### config.mk
export PLATFORM = sky130hd
export DESIGN_NAME = seq_mult_arbiter
export DESIGN_NICKNAME = d
export VERILOG_FILES = /design/src/rtl/seq_mult_arbiter.sv
export SDC_FILE = /design/constraint.sdc
export NUM_CORES = 1
export LEC_CHECK = 0
export CAP_MARGIN = 30
export CORE_UTILIZATION = 45
export DETAILED_ROUTE_END_ITERATION = 8
export GPL_TIMING_DRIVEN = 0
export PLACE_DENSITY = 0.87
export SLEW_MARGIN = 20
export SYNTH_ARGS = -nofsm -noshare
export SYNTH_HDL_FRONTEND = slang
export SYNTH_SLANG_ARGS = --single-unit
### constraint.sdc
create_clock -name clk -period 10 [get_ports clk]
set_clock_uncertainty 0.2 [all_clocks]
set_input_delay 2 -clock clk [delete_from_list [all_inputs] [get_ports clk]]
set_output_delay 2 -clock clk [all_outputs]
set_load 0.005 [all_outputs]
### src/rtl/seq_mult_arbiter.sv
// -----------------------------------------------------------------------------
// seq_mult_arbiter
//
// Shares one external enable-driven sequential 8x8->16 multiplier between
// NREQ requesters. A round-robin arbiter picks a requester in IDLE, its
// operands are latched onto mul_a/mul_b, the multiplier is given one
// enable-low load cycle followed by MUL_CYCLES enable-high cycles, and the
// product on mul_c is captured into result with a one-cycle done pulse back
// to the granted requester.
//
// Ports:
//   clk      system clock, rising edge
//   reset_n  asynchronous active-low reset
//   req      per-requester request level
//   a_in     operand A, requester i at [8i+7:8i]
//   b_in     operand B, same packing
//   ack      one-cycle pulse: operands of requester i latched
//   done     one-cycle pulse: result valid for requester i
//   result   last captured product, held until the next capture
//   gnt_id   index of the current/last granted requester
//   busy     high in LOAD, RUN and DONE
//   mul_en   multiplier enable (high only in RUN)
//   mul_a    multiplier operand A
//   mul_b    multiplier operand B
//   mul_c    multiplier product
// -----------------------------------------------------------------------------
module seq_mult_arbiter #(
  parameter int NREQ       = 4,
  parameter int MUL_CYCLES = 8,
  parameter int IDW        = 3
) (
  input  logic              clk,
  input  logic              reset_n,
  input  logic [NREQ-1:0]   req,
  input  logic [8*NREQ-1:0] a_in,
  input  logic [8*NREQ-1:0] b_in,
  output logic [NREQ-1:0]   ack,
  output logic [NREQ-1:0]   done,
  output logic [15:0]       result,
  output logic [IDW-1:0]    gnt_id,
  output logic              busy,
  output logic              mul_en,
  output logic [7:0]        mul_a,
  output logic [7:0]        mul_b,
  input  logic [15:0]       mul_c
);

  // cnt only has to reach MUL_CYCLES-1.
  localparam int CW = (MUL_CYCLES > 1) ? $clog2(MUL_CYCLES) : 1;

  typedef enum logic [1:0] {
    S_IDLE,
    S_LOAD,
    S_RUN,
    S_DONE
  } state_t;

  state_t          state_q, state_d;
  logic [IDW-1:0]  rr_ptr;
  logic [CW-1:0]   cnt;
  logic            win_valid;
  logic [IDW-1:0]  win_id;
  logic            run_last;

  // Modulo-NREQ add for operands already below NREQ; avoids a real divider.
  function automatic logic [IDW-1:0] wrap_add(input logic [IDW-1:0] base, input int k);
    int s;
    s = int'(base) + k;
    if (s >= NREQ) s = s - NREQ;
    return IDW'(s);
  endfunction

  // Round-robin pick: scan from rr_ptr upward, wrapping, first set bit wins.
  // NOTE: every always_comb output gets a default before any branch, so no
  // path can leave it unassigned and infer a latch.
  always_comb begin
    win_valid = 1'b0;
    win_id    = '0;
    for (int k = 0; k < NREQ; k++) begin
      if (!win_valid && req[wrap_add(rr_ptr, k)]) begin
        win_valid = 1'b1;
        win_id    = wrap_add(rr_ptr, k);
      end
    end
  end

  assign run_last = (state_q == S_RUN) && (cnt == CW'(MUL_CYCLES - 1));
  assign mul_en   = (state_q == S_RUN);
  assign busy     = (state_q != S_IDLE);

  always_comb begin
    state_d = state_q;
    unique case (state_q)
      S_IDLE: if (win_valid) state_d = S_LOAD;
      S_LOAD: state_d = S_RUN;
      S_RUN:  if (run_last) state_d = S_DONE;
      S_DONE: state_d = S_IDLE;
      default: state_d = S_IDLE;
    endcase
  end

  // NOTE: sequential state uses non-blocking assignments so every register
  // samples the pre-edge values regardless of statement order.
  always_ff @(posedge clk or negedge reset_n) begin
    if (!reset_n) begin
      state_q <= S_IDLE;
      rr_ptr  <= '0;
      cnt     <= '0;
      ack     <= '0;
      done    <= '0;
      result  <= '0;
      gnt_id  <= '0;
      mul_a   <= '0;
      mul_b   <= '0;
    end else begin
      state_q <= state_d;
      ack     <= '0;
      done    <= '0;
      unique case (state_q)
        S_IDLE: begin
          if (win_valid) begin
            mul_a  <= 8'(a_in >> {win_id, 3'b000});
            mul_b  <= 8'(b_in >> {win_id, 3'b000});
            gnt_id <= win_id;
            rr_ptr <= wrap_add(win_id, 1);
            ack    <= NREQ'(1) << win_id;
          end
        end
        S_LOAD: cnt <= '0;
        S_RUN: begin
          cnt <= cnt + 1'b1;
          if (run_last) begin
            result <= mul_c;
            done   <= NREQ'(1) << gnt_id;
          end
        end
        default: ;
      endcase
    end
  end

endmodule
; Yosys cells after proc, flatten, opt, wreduce, memory -nomap -nowiden
; Cells that the tools add are included.
[totals]
reg_bits = 51
output_inout_bits = 45
[classes]
n_addsub = 10
n_lt_le_gt_ge = 9
n_eq_ne = 6
n_shift = 4
n_mux = 29
reduce_logical = 13
[op_table]
columns = cell, n
row1 = right shift 32 x 6 -> 8 bit, 2
row2 = 2-to-1 mux 3 bit, 9
row3 = "greater-or-equal comparator 4 x 3 -> 1 bit, second input constant", 4
row4 = 2-to-1 mux 4 bit, 4
row5 = "subtractor 3 bit, second input constant", 5
row6 = "< comparator 3 bit, second input constant", 4
row7 = "adder 3 x 1 -> 4 bit, second input constant", 2
row8 = "adder 3 x 2 -> 4 bit, second input constant", 2
row9 = binary-select mux 1 bit (select 2 bit), 4
row10 = 2-to-1 mux 1 bit, 8
row11 = case mux 2 bit (4 select lines), 1
row12 = "<< shifter 1 x 3 -> 4 bit, first input constant", 2
row13 = case mux 3 bit (2 select lines), 1
row14 = AND reduction 2 bit, 3
row15 = "== test 2 bit, second input constant", 2
row16 = logical AND 1 bit, 4
row17 = 2-to-1 mux 2 bit, 2
row18 = nonzero test 2 bit, 2
row19 = "adder 3 x 1 -> 3 bit, second input constant", 1
row20 = "== test 3 bit, second input constant", 1
row21 = "greater-or-equal comparator 3 bit, second input constant", 1
row22 = logical NOT 1 bit, 3
row23 = "== test 2 x 1 -> 1 bit, second input constant", 1
row24 = logical NOT 2 bit, 1
row25 = 2 further kinds, 2

; Longest topological paths before layout
; Gate-level depths: netlist of run 1.
[logic_depth]
word_depth = 17
ltp_mapped = 14
depth_no_buf = 10

; Worst setup path after synthesis of run 1
; Ideal clock, no wire load.
[synth_path]
path_type = input to register
from = in req[1]
to = reg mul_a[2]
setup_ps = 86
arrival_ps = 3995
t_required_ps = 9714
setup_slack_ps = 5718
cell_stages = 9
path_cell_list = clkbuf_2 > mux4_2 > nor2b_1 > o21a_1 > or2_1 > or3_1 > buf_6 > buf_12 > o221ai_2
[synth_via]
elab_chain_len = 13
word_cells_on_any_way = 24
[synth_lines]
columns = item, line_no
row1 = start: declaration, 34  ; input logic [NREQ-1:0] req,
row2 = binary-select mux 1 bit (select 2 bit), 80  ; if (!win_valid && req[wrap_add(rr_ptr, k)]) begin
row3 = 2-to-1 mux 1 bit (implied by the code), 80
row4 = 2-to-1 mux 1 bit, 80
row5 = logical NOT 1 bit, 80
row6 = logical AND 1 bit, 80
row7 = 2-to-1 mux 1 bit, 80
row8 = logical NOT 1 bit, 80
row9 = logical AND 1 bit, 80
row10 = 2-to-1 mux 1 bit, 80
row11 = logical NOT 1 bit, 80
row12 = logical AND 1 bit, 80
row13 = 2-to-1 mux 3 bit / 2-to-1 mux 1 bit (equally long branches), 80
row14 = right shift 32 x 6 -> 8 bit / AND reduction 2 bit (equally long branches), --
row15 = end signal: assignment, 122  ; mul_a <= 8'(a_in >> {win_id, 3'b000});
row16 = end: declaration, 43  ; output logic [7:0] mul_a,
; Parallel ways exist; a longest one is shown, timed or not. The select of a mux whose other input is x is not followed.
; A chain may end at the register's enable or synchronous reset.

; Worst setup path after layout of run 1
[layout_path]
from = in req[2]
to = reg mul_a[6]
; The elaborated chain is that of the path after synthesis.

==> summary.md, run 1 <==
| Metric | Value |
|---|---|
| Die Footprint | ~0.0066 mm2 |
| Post-synthesis sequential area ratio | 0.454 |
| Syn_nets | ~340 |
| Int Pwr | 683 uW |
| Leak | 1.82 nW |
| Multi-input gate area | 0.00138 mm2 |
| Avg WL per Cell | between 15 and 20 um |
| Post-route ant nets | 0 |
| Final Max Slew Viols | 0 |
| Slew HR | 0.487 |
| Critical Path Source Type | input pin |
| Synth unique cells | 44 |
| Sw Share | 0.391 |
| Total grt overflow | 0 |
| Clk pwr share | 0.124 |
| PwrDens | 261 mW/mm2 |
| Switching power | between 400 and 500 uW |
| Total Routed Length | 7520 um |
| Clk buf depth | 2 |
| Number of buffers created by CTS | 5 |
| Register area | approximately 0.0013 mm2 |
| Crit Path Category | in2reg |
| Post-layout nets | 473 |
| Via Count | 2482 |
| Starting Density | 0.469 |
| Gpl congestion | approximately 0.84 |
| Root Driver | clkbuf_8 |
| Main area contributors after synthesis | dfrtp_1, mux2i_1, mux2_2 |
| Crit-path cells | clkdlybuf4s50_1 > mux4_2 > nor2b_1 > o21ai_0 > o21ai_1 > buf_2 > buf_2 > mux2i_1 > o221ai_2 |
| Core ar. | roughly 0.0060 mm2 |
| Die Span Y | approximately 80 um |
| CTS sink count | around 50 |
| Status | completed |
| Vias per cell | 5.45 |
| Setup-failing EPs final | 0 |
| TritonCTS clock tree | done |
| # rows | 28 |
| Dpl cells | 448 |
| Fin crit period | 4.74 ns |
| Initial antenna violation count | 0 |
| First drt pass iteration count | 4 |
| Clk_lat worst skew | 0.30 ns |
| Register bit count reported by yosys | 51 |
| Reg2reg path depth | 12 |
| Synth area leader | dfrtp_1 |
| Slowest library cell on the worst path | mux4_2 |
| Maxcap violations | 0 |
| Crit-path most repeated cell | buf_2 |
| FILL cells | 434 |
| First-pass GRT wire length | 12300 um |
| Yosys top cell area share | 0.454 |
| CTS Hold Bufs | 0 |
| Number of port buffers | 127 |
| VDD IR-drop max | 0.143 mV |
| Proportion of layout cells with a drive suffix above 1 | 0.134 |
| Flop2flop setup slack | 6.16 ns |
| Logic gate share of total power | 0.604 |
| Fin Setup TNS | 0 ns |
| Cell with the most instances after synthesis | dfrtp_1 |
| Yosys warning total | 0 |
| Initial drt markers | 104 |
| CP Max Fanout | 10 |
| Most frequent cells after synthesis | dfrtp_1, mux2i_1, nand2_1, mux2_2 |
| Mean Syn Cell Area | between 10 and 15 um2 |
| Critical Path Start | req[2] |
| Clk pin slew, worst setup/hold paths | 0.09 ns |
| # resized after CTS | 0 |
| Worst Tran Pin Value | 0.769 ns |
| EDFF count, synth | 0 |
| Chip Width | 81.0 um |
| H-tree depth | 2 |
| I/O pins | 131 |
| Worst R2R Start | rr_ptr[0]$_DFFE_PN0P_ |
| Max Fclk | between 0.2 and 0.25 GHz |
| Arrival @ worst endpoint | around 4.7 ns |
| Crit end category | flop |
| # diodes | 0 |
| Synthesized area | 0.00281 mm2 |
| Hold Path Class | reg2reg |
| Largest stage delay, worst path | ~0.58 ns |
| Crit share post-route | 0.474 |
| DP Wirelength | slightly below 6000 um |
| Post-synth ARST share | 1.00 |
| Post-CTS Setup Bufs | 0 |
| Hold endpoint | mul_b[2]$_DFFE_PN0P_ |
| Worst Hold Depth | 2 |
| Dominant synthesized flop cell | dfrtp_1 |
| Area grow syn2layout | 52.9% |
| Vias in the first global route | about 2600 |
| Reg-to-reg endpoint | rr_ptr[2]$_DFFE_PN0P_ |
| Largest net degree at the start of global routing | 33 |
| DR DRC count | 0 |
| Final non-filler cell total | 455 |
| Fin. Hold Viols | 0 |
| All-Layer GR Usage | 0.247 |
| Sequential share of power | 0.272 |
| PnR Total Power | 1.12 mW |
| CP required | 9.97 ns |
| Cells after synthesis | about 250 |
| Hold path start | mul_b[2]$_DFFE_PN0P_ |
| RSZ-0062 raised after global routing | false |
worst max-delay path by stage:
stage,to,depth (start not counted)
2_1_floorplan,mul_a[2]$_DFFE_PN0P_,9
3_3_place_gp,mul_b[7]$_DFFE_PN0P_,9
3_5_place_dp,mul_a[6]$_DFFE_PN0P_,9
4_1_cts,mul_a[6]$_DFFE_PN0P_,9
5_1_grt,mul_a[6]$_DFFE_PN0P_,9
6_report,mul_a[6]$_DFFE_PN0P_,9
area by class of cell:
class | count | area share
Tap cell | 75 | 0.0218
Clock inverter | 2 | 0.00873
Buffer | 18 | 0.0250
Sequential cell | 51 | 0.297
Timing Repair Buffer | 128 | 0.299
Inverter | 13 | 0.0114
Clock buffer | 5 | 0.0160
Multi-Input combinational cell | 163 | 0.321
per-stage QoR:
step / hold WS, ns / setup WS, ns / utilization / cell area [um2]
global route: 0.334 / 5.02 / 0.717 / 4300
finish: 0.291 / 5.26 / 0.717 / 4300
CTS: 0.295 / 5.27 / 0.717 / 4300
floorplan: 0.260 / 5.72 / - / 2810
global placement: 0.271 / 5.01 / 0.697 / 4180
detailed placement: 0.275 / 4.97 / 0.700 / 4190
power groups by stage:
stage | Sequential [mW] | Combinational (mW) | Clock, mW
floorplan | 0.306 | 0.437 | 0
global placement | 0.304 | 0.655 | 0
detailed placement | 0.308 | 0.677 | 0
CTS | 0.304 | 0.681 | 0.142
global route | 0.312 | 0.744 | 0.149
finish | 0.305 | 0.677 | 0.139
cells in the final DEF, fill, tap and decap left out, types with 3 or more instances in the layout:
| cell type | n |
|---|---|
| dfrtp_1 | 51 |
| nand2_1 | 26 |
| mux4_2 | 4 |
| nand3_1 | 4 |
| clkbuf_8 | 5 |
| nor2b_1 | 3 |
| nor3b_1 | 3 |
| buf_2 | 7 |
| mux2_2 | 17 |
| o21ai_0 | 13 |
| ha_1 | 7 |
| nor2_1 | 9 |
| o221ai_1 | 6 |
| clkbuf_1 | 6 |
| clkdlybuf4s50_1 | 126 |
| o221ai_2 | 10 |
| inv_1 | 13 |
| mux2i_1 | 34 |
per-layer routing:
layer,vias to the layer above,track usage,part of all wire
li1,1152,-,-
met1,1242,0.292,0.37
met3,10,0.0506,0.053
met5,-,0,0
met4,0,0.0696,0.014
met2,78,0.449,0.56
state kept, by name, summed over array words and instances, names as in the netlist:
| signal | count |
|---|---|
| rr_ptr | 3 |
| state_q | 2 |
| result | 16 |
| mul_a | 8 |
| mul_b | 8 |
| done | 4 |
| cnt | 3 |
| ack | 4 |
| gnt_id | 3 |
kinds of logic (layout without fill, tap and decap cells):
group	count (synthesis)	count (layout)	synth area share
simple gates	59	59	0.107
mux	55	55	0.221
flops	51	51	0.454
compound gates	41	41	0.128
buf+inv	31	166	0.0556
fa+ha+maj	7	7	0.0312
xor+xnor	1	1	0.00312
critical path, delay by kind of cell:
family / cells / cell delay [ns]
compound gates: 3 / 0.40
simple gates: 1 / 0.19
mux: 2 / 0.88
buf+inv: 3 / 1.23
Note: power is estimated with default switching activity, not from simulation.
==> run 2, diff against run 1 <==
--- a/config.mk
+++ b/config.mk
@@ -6,10 +6,10 @@
 export NUM_CORES = 1
 export LEC_CHECK = 0
 export CAP_MARGIN = 30
-export CORE_UTILIZATION = 45
+export CORE_UTILIZATION = 38
 export DETAILED_ROUTE_END_ITERATION = 8
 export GPL_TIMING_DRIVEN = 0
-export PLACE_DENSITY = 0.87
+export PLACE_DENSITY = 0.78
 export SLEW_MARGIN = 20
 export SYNTH_ARGS = -nofsm -noshare
 export SYNTH_HDL_FRONTEND = slang
==> constraint.sdc (replaced) <==
create_clock -name clk -period 4 [get_ports clk]
set_clock_uncertainty 0.2 [all_clocks]
set_input_delay 0.8 -clock clk [delete_from_list [all_inputs] [get_ports clk]]
set_output_delay 0.8 -clock clk [all_outputs]
set_load 0.005 [all_outputs]
==> summary.md, run 2 (same netlist as run 1, synthesis figures left out) <==
| Metric | Value |
|---|---|
| Status | completed |
| PwrDens | 643 mW/mm2 |
| Die Span Y | just under 90 um |
| Vias per cell | between 5 and 6 |
| Via Count | 2394 |
| Number of buffers created by CTS | 5 |
| RSZ-0062 raised after global routing | false |
| Clk pin slew, worst setup/hold paths | about 0.1 ns |
| Largest Register | result |
| PnR Total Power | 2.77 mW |
| CP required | approximately 4.0 ns |
| First drt pass iteration count | 4 |
| Proportion of layout cells with a drive suffix above 1 | 0.137 |
| Final Max Slew Viols | 0 |
| I/O pins | 131 |
| TritonCTS clock tree | done |
| Starting Density | 0.403 |
| CTS sink count | 51 |
| H-tree depth | 2 |
| Arrival @ worst endpoint | 3.62 ns |
| Hold Path Class | reg2reg |
| Hold endpoint | mul_b[5]$_DFFE_PN0P_ |
| # rows | 30 |
| Die Footprint | approximately 0.0077 mm2 |
| Crit Path Category | reg2reg |
| Flop2flop setup slack | 0.35 ns |
| Number of port buffers | 127 |
| Fin Setup TNS | 0 ns |
| WP buf/inv | 6 |
| Leak | 1.81 nW |
| Avg WL per Cell | 15.4 um |
| DR DRC count | 0 |
| Hold path start | mul_b[5]$_DFFE_PN0P_ |
| Chip Width | 88.0 um |
| Fin. Hold Viols | 0 |
| CP delay by family, top | buffers and inverters |
| Max Fclk | 0.274 GHz |
| Largest stage delay, worst path | around 0.38 ns |
| DP Wirelength | 5660 um |
| Clk_lat worst skew | 0.30 ns |
| # diodes | 0 |
| Slew HR | 0.454 |
| FILL cells | 574 |
| VDD IR-drop max | roughly 0.32 mV |
| Largest registers | result: 16 flops, mul_a: 8 flops, mul_b: 8 flops |
| Critical Path Source Type | flop |
| Reg-to-reg endpoint | mul_a[2]$_DFFE_PN0P_ |
| Multi-input gate area | about 0.0014 mm2 |
| Initial antenna violation count | 0 |
| Fin crit period | 3.65 ns |
| Total Routed Length | 7340 um |
| Initial drt markers | 77 |
| Commonest non-fill, non-tap cells in the layout | clkdlybuf4s50_1, dfrtp_1, mux2i_1 |
| Total grt overflow | 0 |
| Root Driver | clkbuf_8 |
| CTS Hold Bufs | 0 |
| Dpl cells | between 400 and 500 |
| Worst Tran Pin Value | roughly 0.82 ns |
| Final non-filler cell total | between 400 and 500 |
| Core ar. | approximately 0.0070 mm2 |
| Post-layout nets | roughly 470 |
| Crit-path most repeated cell | buf_2 |
| First-pass GRT wire length | 11600 um |
| Worst Hold Depth | 2 |
| Gpl congestion | 0.777 |
| Reg2reg path depth | 13 |
| Post-route ant nets | 0 |
| Vias in the first global route | 2431 |
| Maxcap violations | 0 |
| Setup-failing EPs final | 0 |
| Worst R2R Start | rr_ptr[0]$_DFFE_PN0P_ |
| Register area | approximately 0.0013 mm2 |
| Largest net degree at the start of global routing | 52 |
| Crit end category | flop |
| All-Layer GR Usage | 0.193 |
| Max reg flops | 16 |
| Clk buf depth | 2 |
| Area grow syn2layout | 53.0% |
| Crit-path cells | buf_6 > clkbuf_2 > inv_1 > ha_1 > buf_2 > mux4_2 > nor2b_1 > o21ai_0 > o21ai_1 > buf_2 > buf_2 > mux2i_1 > o221ai_2 |
| CP Max Fanout | 10 |
| Most common cell after layout, fill and taps aside | clkdlybuf4s50_1 |
| Crit share post-route | 0.912 |
| Slowest library cell on the worst path | dfrtp_1 |
[run 2: cell types whose count changed in the layout (fill, tap and decap cells not counted), sizes merged]
cell    change
buf         -1
clkbuf      +1
bufinv      -1
clkinv      +1
[run 2: metal layers]
| metal | vias up | GRT usage | part of all wire |
|---|---|---|---|
| li1 | 1153 | - | - |
| met1 | 1149 | 0.234 | 0.41 |
| met2 | 73 | 0.331 | 0.51 |
| met3 | 19 | 0.0537 | 0.057 |
| met4 | 0 | 0.0689 | 0.024 |
| met5 | - | 0 | 0 |
[run 2: power by group]
part	internal (mW)	total (mW)	leakage, nW	switching [mW]
logic	0.858	1.70	1.13	0.838
registers	0.667	0.756	0.636	0.0889
clock network	0.141	0.314	0.0474	0.173
total	1.67	2.77	1.81	1.10
[run 2: how the worst max path moves through the flow]
stage / cells past startpoint / from / end
4_1_cts: 12 / rr_ptr[0]$_DFFE_PN0P_ / rr_ptr[2]$_DFFE_PN0P_
5_1_grt: 13 / rr_ptr[0]$_DFFE_PN0P_ / mul_a[2]$_DFFE_PN0P_
2_1_floorplan: 12 / rr_ptr[0]$_DFFE_PN0P_ / rr_ptr[2]$_DFFE_PN0P_
3_3_place_gp: 9 / req[2] / mul_a[6]$_DFFE_PN0P_
6_report: 13 / rr_ptr[0]$_DFFE_PN0P_ / mul_a[2]$_DFFE_PN0P_
3_5_place_dp: 12 / rr_ptr[0]$_DFFE_PN0P_ / rr_ptr[2]$_DFFE_PN0P_
[run 2: metrics by stage]
step	instance area [um2]	util	setup slack, ns	hold WS, ns
3_5_place_dp	4200	0.602	0.0697	0.274
3_3_place_gp	4200	0.602	0.175	0.271
4_1_cts	4300	0.616	0.0290	0.294
5_1_grt	4300	0.616	0.203	0.322
6_report	4300	0.616	0.352	0.290
2_1_floorplan	2810	-	0.609	0.260
[run 2: final cells by class]
type                       count  area share
multi-input combinational    163       0.321
sequential                    51       0.297
timing repair buffer         127       0.295
tap                           96      0.0279
buffer                        18      0.0253
clock buffer                   6      0.0192
inverter                      13      0.0113
clock inverter                 2     0.00378
[run 2: timing repair]
action | in CTS | in global routing
buffers inserted | 0 | 0
endpoints found under the setup margin | 0 | 11
resized for setup | 0 | 3
[run 2: worst reg2reg max path, cell delays in order (launching register included)]
cell	delay (ns)
dfrtp_1	0.38
buf_6	0.14
clkbuf_2	0.23
inv_1	0.09
ha_1	0.29
buf_2	0.20
mux4_2	0.39
nor2b_1	0.17
o21ai_0	0.09
o21ai_1	0.17
buf_2	0.35
buf_2	0.37
mux2i_1	0.32
o221ai_2	0.13
==> run 3, diff against run 2 <==
--- a/config.mk
+++ b/config.mk
@@ -10,6 +10,7 @@
 export DETAILED_ROUTE_END_ITERATION = 8
 export GPL_TIMING_DRIVEN = 0
 export PLACE_DENSITY = 0.78
+export SKIP_CTS_REPAIR_TIMING = 1
 export SLEW_MARGIN = 20
 export SYNTH_ARGS = -nofsm -noshare
 export SYNTH_HDL_FRONTEND = slang
==> results of run 3 <==
The final DEF is identical to that of run 2; final timing and power are the same.
